--- config.mk ---
export PLATFORM = sky130hd
export DESIGN_NAME = dmem_port_arbiter_flat
export DESIGN_NICKNAME = d
export VERILOG_FILES = /design/src/rtl/dmem_port_arbiter_if.sv /design/src/rtl/dmem_port_arbiter.sv /design/src/flat_wrapper.sv
export SDC_FILE = /design/constraint.sdc
export NUM_CORES = 1
export LEC_CHECK = 0
export ABC_AREA = 0
export ABC_CLOCK_PERIOD_IN_PS = 1550
export CAP_MARGIN = 10
export CORE_ASPECT_RATIO = 1.1
export CORE_MARGIN = 2
export CORE_UTILIZATION = 37
export CTS_CLUSTER_SIZE = 24
export DETAILED_ROUTE_END_ITERATION = 7
export PLACE_DENSITY = 0.79
export SETUP_SLACK_MARGIN = 0.2
export SYNTH_ARGS = -nofsm -noshare
export SYNTH_HDL_FRONTEND = slang
export SYNTH_SLANG_ARGS = --single-unit
export TNS_END_PERCENT = 10
--- constraint.sdc ---
create_clock -name clk -period 1.55 [get_ports clk]
set_clock_uncertainty 0.15 [all_clocks]
set_input_delay 0.155 -clock clk [delete_from_list [all_inputs] [get_ports clk]]
set_output_delay 0.155 -clock clk [all_outputs]
set_load 0.005 [all_outputs]
--- src/rtl/dmem_port_arbiter_if.sv ---
// Request/grant and RAM-port bundle for dmem_port_arbiter.
// The arbiter takes the slave modport; requesters and the RAM model take master.
interface dmem_port_arbiter_if #(
  parameter int WIDTH = 32
);
  // Handshake: a requester raises req with stable addr/data/strb and holds it
  // until the one-cycle gnt pulse, then drops req the following cycle. A read
  // result arrives later as a one-cycle rd_valid_o pulse; a write is complete
  // in the same cycle as its gnt (wr_done_o).
  logic               rd_req_i;
  logic [WIDTH-1:0]   rd_addr_i;
  logic               rd_gnt_o;
  logic [WIDTH-1:0]   rd_data_o;
  logic               rd_valid_o;
  logic               wr_req_i;
  logic [WIDTH-1:0]   wr_addr_i;
  logic [WIDTH-1:0]   wr_data_i;
  logic [WIDTH/8-1:0] wr_strb_i;
  logic               wr_gnt_o;
  logic               wr_done_o;
  logic               ram_en_o;
  logic               ram_we_o;
  logic [WIDTH-1:0]   ram_addr_o;
  logic [WIDTH-1:0]   ram_wdata_o;
  logic [WIDTH/8-1:0] ram_wstrb_o;
  logic [WIDTH-1:0]   ram_rdata_i;
  logic               hold_o;

  modport slave (
    input  rd_req_i, rd_addr_i, wr_req_i, wr_addr_i, wr_data_i, wr_strb_i, ram_rdata_i,
    output rd_gnt_o, rd_data_o, rd_valid_o, wr_gnt_o, wr_done_o,
           ram_en_o, ram_we_o, ram_addr_o, ram_wdata_o, ram_wstrb_o, hold_o
  );

  modport master (
    output rd_req_i, rd_addr_i, wr_req_i, wr_addr_i, wr_data_i, wr_strb_i, ram_rdata_i,
    input  rd_gnt_o, rd_data_o, rd_valid_o, wr_gnt_o, wr_done_o,
           ram_en_o, ram_we_o, ram_addr_o, ram_wdata_o, ram_wstrb_o, hold_o
  );
endinterface

--- src/rtl/dmem_port_arbiter.sv ---
// Shares one single-port data RAM between the load read and the store write.
// Optional macro DMEM_ARB_RR_EN: alternate the grant on a read/write tie.
module dmem_port_arbiter #(
  parameter int WIDTH   = 32,
  parameter int RAM_LAT = 1
) (
  input  logic                 clk,
  input  logic                 rst,
  dmem_port_arbiter_if.slave   bus,
  output logic [1:0]           state_dbg
);
  localparam int SW = WIDTH / 8;

  typedef enum logic [1:0] {
    IDLE     = 2'd0,
    RD_ISSUE = 2'd1,
    RD_WAIT  = 2'd2,
    WR       = 2'd3
  } state_t;

  state_t           state, state_nxt;
  logic [2:0]       cnt;
  logic [WIDTH-1:0] addr_q;
  logic [WIDTH-1:0] wdata_q;
  logic [SW-1:0]    wstrb_q;
  logic [WIDTH-1:0] rd_data_q;
  logic             rd_valid_q;
  logic             grant_wr;
  logic             grant_rd;

`ifdef DMEM_ARB_RR_EN
  // 0 = read granted last, 1 = write granted last; reset value favours the write.
  logic last_wr;

  always_ff @(posedge clk) begin
    if (rst) begin
      last_wr <= 1'b0;
    end else if (grant_wr) begin
      last_wr <= 1'b1;
    end else if (grant_rd) begin
      last_wr <= 1'b0;
    end
  end

  always_comb begin
    grant_wr = 1'b0;
    grant_rd = 1'b0;
    if (state == IDLE) begin
      if (bus.wr_req_i && bus.rd_req_i) begin
        grant_wr = !last_wr;
        grant_rd = last_wr;
      end else begin
        grant_wr = bus.wr_req_i;
        grant_rd = bus.rd_req_i;
      end
    end
  end
`else
  always_comb begin
    grant_wr = (state == IDLE) && bus.wr_req_i;
    grant_rd = (state == IDLE) && bus.rd_req_i && !bus.wr_req_i;
  end
`endif

  always_comb begin
    state_nxt = state;
    case (state)
      IDLE: begin
        if (grant_wr) begin
          state_nxt = WR;
        end else if (grant_rd) begin
          state_nxt = RD_ISSUE;
        end
      end
      RD_ISSUE: state_nxt = RD_WAIT;
      RD_WAIT:  if (cnt == 3'd1) state_nxt = IDLE;
      WR:       state_nxt = IDLE;
      default:  state_nxt = IDLE;
    endcase
  end

  always_ff @(posedge clk) begin
    if (rst) begin
      state      <= IDLE;
      cnt        <= 3'd0;
      addr_q     <= '0;
      wdata_q    <= '0;
      wstrb_q    <= '0;
      rd_data_q  <= '0;
      rd_valid_q <= 1'b0;
    end else begin
      state      <= state_nxt;
      rd_valid_q <= 1'b0;
      if (grant_wr) begin
        addr_q  <= bus.wr_addr_i;
        wdata_q <= bus.wr_data_i;
        wstrb_q <= bus.wr_strb_i;
      end else if (grant_rd) begin
        addr_q  <= bus.rd_addr_i;
      end
      // RAM data is valid in the last counted wait cycle; capture it there.
      if (state == RD_ISSUE) begin
        cnt <= 3'(RAM_LAT);
      end else if (state == RD_WAIT) begin
        cnt <= cnt - 3'd1;
        if (cnt == 3'd1) begin
          rd_data_q  <= bus.ram_rdata_i;
          rd_valid_q <= 1'b1;
        end
      end
    end
  end

  assign bus.ram_en_o    = (state == WR) || (state == RD_ISSUE);
  assign bus.ram_we_o    = (state == WR);
  assign bus.ram_addr_o  = bus.ram_en_o ? addr_q : '0;
  assign bus.ram_wdata_o = (state == WR) ? wdata_q : '0;
  assign bus.ram_wstrb_o = (state == WR) ? wstrb_q : '0;
  assign bus.rd_gnt_o    = (state == RD_ISSUE);
  assign bus.wr_gnt_o    = (state == WR);
  assign bus.wr_done_o   = (state == WR);
  assign bus.rd_data_o   = rd_data_q;
  assign bus.rd_valid_o  = rd_valid_q;
  assign bus.hold_o      = (state != IDLE) || bus.rd_req_i || bus.wr_req_i;
  assign state_dbg       = state;
endmodule

--- src/flat_wrapper.sv ---
// flat-port wrapper written by rule: the top's interface ports become plain ports
module dmem_port_arbiter_flat 
#(
  parameter int WIDTH   = 32,
  parameter int RAM_LAT = 1
)
  (clk, rst, state_dbg, bus_rd_req_i, bus_rd_addr_i, bus_wr_req_i, bus_wr_addr_i, bus_wr_data_i, bus_wr_strb_i, bus_ram_rdata_i, bus_rd_gnt_o, bus_rd_data_o, bus_rd_valid_o, bus_wr_gnt_o, bus_wr_done_o, bus_ram_en_o, bus_ram_we_o, bus_ram_addr_o, bus_ram_wdata_o, bus_ram_wstrb_o, bus_hold_o);
  dmem_port_arbiter_if #(.WIDTH(WIDTH)) bus_i ();
  input  logic clk;
  input  logic rst;
  output logic [1:0] state_dbg;
  input wire logic [$bits(bus_i.rd_req_i)-1:0] bus_rd_req_i;
  input wire logic [$bits(bus_i.rd_addr_i)-1:0] bus_rd_addr_i;
  input wire logic [$bits(bus_i.wr_req_i)-1:0] bus_wr_req_i;
  input wire logic [$bits(bus_i.wr_addr_i)-1:0] bus_wr_addr_i;
  input wire logic [$bits(bus_i.wr_data_i)-1:0] bus_wr_data_i;
  input wire logic [$bits(bus_i.wr_strb_i)-1:0] bus_wr_strb_i;
  input wire logic [$bits(bus_i.ram_rdata_i)-1:0] bus_ram_rdata_i;
  output wire logic [$bits(bus_i.rd_gnt_o)-1:0] bus_rd_gnt_o;
  output wire logic [$bits(bus_i.rd_data_o)-1:0] bus_rd_data_o;
  output wire logic [$bits(bus_i.rd_valid_o)-1:0] bus_rd_valid_o;
  output wire logic [$bits(bus_i.wr_gnt_o)-1:0] bus_wr_gnt_o;
  output wire logic [$bits(bus_i.wr_done_o)-1:0] bus_wr_done_o;
  output wire logic [$bits(bus_i.ram_en_o)-1:0] bus_ram_en_o;
  output wire logic [$bits(bus_i.ram_we_o)-1:0] bus_ram_we_o;
  output wire logic [$bits(bus_i.ram_addr_o)-1:0] bus_ram_addr_o;
  output wire logic [$bits(bus_i.ram_wdata_o)-1:0] bus_ram_wdata_o;
  output wire logic [$bits(bus_i.ram_wstrb_o)-1:0] bus_ram_wstrb_o;
  output wire logic [$bits(bus_i.hold_o)-1:0] bus_hold_o;
  assign bus_i.rd_req_i = bus_rd_req_i;
  assign bus_i.rd_addr_i = bus_rd_addr_i;
  assign bus_i.wr_req_i = bus_wr_req_i;
  assign bus_i.wr_addr_i = bus_wr_addr_i;
  assign bus_i.wr_data_i = bus_wr_data_i;
  assign bus_i.wr_strb_i = bus_wr_strb_i;
  assign bus_i.ram_rdata_i = bus_ram_rdata_i;
  assign bus_rd_gnt_o = bus_i.rd_gnt_o;
  assign bus_rd_data_o = bus_i.rd_data_o;
  assign bus_rd_valid_o = bus_i.rd_valid_o;
  assign bus_wr_gnt_o = bus_i.wr_gnt_o;
  assign bus_wr_done_o = bus_i.wr_done_o;
  assign bus_ram_en_o = bus_i.ram_en_o;
  assign bus_ram_we_o = bus_i.ram_we_o;
  assign bus_ram_addr_o = bus_i.ram_addr_o;
  assign bus_ram_wdata_o = bus_i.ram_wdata_o;
  assign bus_ram_wstrb_o = bus_i.ram_wstrb_o;
  assign bus_hold_o = bus_i.hold_o;
  dmem_port_arbiter #(.WIDTH(WIDTH), .RAM_LAT(RAM_LAT)) u_core (.clk(clk), .rst(rst), .bus(bus_i), .state_dbg(state_dbg));
endmodule
==> metrics.yaml <==
power:
  vdd_drop_max_mv: 0.846
  finalPower_mw: 9.89
  powerDensity_nw_per_um2: 1180
  p_leak_nw: 3.59
sta:
  maxSlewHeadroom_pct: 69.2
  grt_setup_unrepaired: "true"
  max_freq_mhz: 507
  hold_viol: 0
  setup_viol: 142
  setup_ws_ns: -0.422
  tightestPinTransition_ns: 0.462
  setup_tns_ns: -29.18
  slew_viol_final: 0
  fin_crit_ns: 1.97
  finalCritPeriodShare_pct: 127
logic_synthesis:
  yosys_warnings: 0
  syn_nets: 771
  syn_area_um2: 5070
  synth_cell_types: 32
  async_flop_share_pct: 0
  synth_seq_cells: 106
  synth-main-ff-cell: "dfxtp_1"
  syn_inst: 628
  syn_avg_cell_area_um2: 8.08
  yosysSeqAreaShare_pct: 41.8
  synth_edf_count: 0
die:
  initial_utilization_pct: 38.1
  rows: 44
  coreArea_um2: 13300
  fp.dieH_um: 127
  ios: 245
  fp.dieArea_um2: 14700
  die_w_um: 116
clock_tree:
  root_buffer: "clkbuf_16"
  htreeDepth: 3
  postCtsHoldBufs: 0
  clkSinkCount: 106
  clk_pin_slew_worst_paths_ns: 0.07
  cts_made_buffers: 9
  cts_buffer_depth: 2
  cts_tree: "built"
  clk_latency_ns: 0.33
placement:
  dp_hpwl_mm: 10.1
  io_buffers: 244
  place_congestion: 0.792
global_route:
  grt_pass1_vias: 4886
  grt_overflow: 0
  grt_pass1_wl_mm: 23.3
  grt_max_degree: 37
  grt_use_total_pct: 19.8
  antenna_found_initial: 0
cells_and_area:
  nets: 1027
  fin_util_pct: 63.1
  final_common_cell: "clkdlybuf4s50_1"
  num_antenna_cells: 0
  drive_gt1_share_pct: 27.8
  fillCellCount: 1196
  most-common-layout-cells: "133 x clkdlybuf4s50_1, 108 x nand2_1, 104 x dfxtp_1"
  synthToLayoutAreaGrowth_pct: 65.6
outcome:
  status: "finished with violations"
  violations: "negative setup slack"
routing:
  avgRoutedWirePerCell_um: 13.8
  vias: 5065
  drc_errors: 0
  ant_nets: 0
  drt_iter0_drc: 419
  via_per_inst: 4.72
  finalWirelength_mm: 14.8
  firstDrtPassIters: 4
worst_setup_path:
  crit_type: "flop to flop"
  worstPathRequired_ns: 1.67
  critPathLaunchType: "flop"
  arrival_ns: 2.09
  endpoint_kind: "flop"
  cp_max_fo: 8
run:
  maxCapViolCount: 0
min_path:
  min_path_type: "primary input to flop"
final cells by class:
class                   count  area (um^2)  area share [%]
repair buffers            298         2870            34.2
multi-input cells         433         2720            32.4
flip-flops and latches    106         2130            25.3
clock buffers              11          243            2.89
well taps                 184          230            2.74
inverters                  36          145            1.73
clock inverters             5         62.6           0.745
cell usage after synthesis, types with 19 or more instances:
library cell | instances | area [um^2]
a211oi_1 | 26 | 195
a21oi_1 | 38 | 190
a21oi_2 | 30 | 263
a22o_1 | 31 | 272
and2_1 | 61 | 382
buf_2 | 25 | 125
clkbuf_1 | 19 | 71.3
dfxtp_1 | 106 | 2120
inv_1 | 36 | 135
nand2_1 | 109 | 409
nand2_2 | 31 | 194
nor2_1 | 68 | 255
repair_timing:
action | CTS | global route
setup endpoints to repair | 213 | 181
endpoints found under the hold margin | 0 | 0
pin swaps | 7 | 16
gates cloned | 5 | 0
buffers inserted | 15 | 5
resized for setup | 287 | 68
logic make-up (layout without fill, tap and decap cells):
family | Yosys count | count (layout) | share of synthesized area (%)
adders and majority gates | 7 | 7 | 1.73
and+or+nand+nor | 285 | 285 | 26.6
DFF | 106 | 106 | 41.8
xor gates and xnor gates | 1 | 1 | 0.173
AOI/OAI and AO/OA | 139 | 139 | 20.8
buffers and inverters | 89 | 350 | 8.68
muxes | 1 | 1 | 0.197
critical path: stages, from the launching register on:
cell and delay, ns:
dfxtp_4 0.36, buf_12 0.11, inv_8 0.03, ha_4 0.15, buf_6 0.11, buf_12 0.11
nor4bb_4 0.29, buf_4 0.18, buf_6 0.10, buf_12 0.13, nand2_4 0.06, a21oi_2 0.14
power by group:
| group | internal [mW] | leakage, nW | switching, mW | total, mW |
|---|---|---|---|---|
| Clock | 1.31 | 0.142 | 1.00 | 2.31 |
| Combinational | 2.11 | 2.58 | 1.95 | 4.06 |
| Sequential | 3.25 | 0.870 | 0.270 | 3.52 |
| Total | 6.67 | 3.59 | 3.22 | 9.89 |
flip-flops by register name, indices dropped and copies added, names as in the netlist:
name,count
u_core.wdata_q,32
u_core.bus.rd_valid_o,1
u_core.addr_q,32
u_core.state_dbg,2
u_core.cnt,3
u_core.wstrb_q,4
u_core.bus.rd_data_o,32
per-stage QoR:
step                      hold WS, ns  instances  cell area [um^2]  setup slack (ns)
final                           0.102       1073              8400            -0.422
after global routing            0.105       1073              8400            -0.493
after CTS                      0.0899       1068              8390            -0.394
after detailed placement        0.293       1032              7840            -0.220
after global placement          0.287       1032              7840            -0.186
after floorplan                 0.141        628              5120            0.0139
path summary, 6_finish.rpt:
path,from,endpoint,slack [ns],cells after the start
setup reg to reg,u_core.state_dbg[1],u_core.bus.rd_data_o[18],-0.42,11
hold reg to reg,u_core.wdata_q[8],u_core.wdata_q[8],0.30,2
hold / removal,rst,u_core.bus.rd_data_o[2],0.10,2
setup / recovery,u_core.state_dbg[1],u_core.bus.rd_data_o[18],-0.42,11
per-layer routing:
metal  up-vias  wire length (um)  GRT usage, %
met2       171              7410          35.0
met5         -                 0             0
met3        39              1040          4.49
li1       2556                 -             -
met1      2299              5860          22.4
met4         0               529          8.96
No activity file was read; power rests on OpenSTA's default activity.
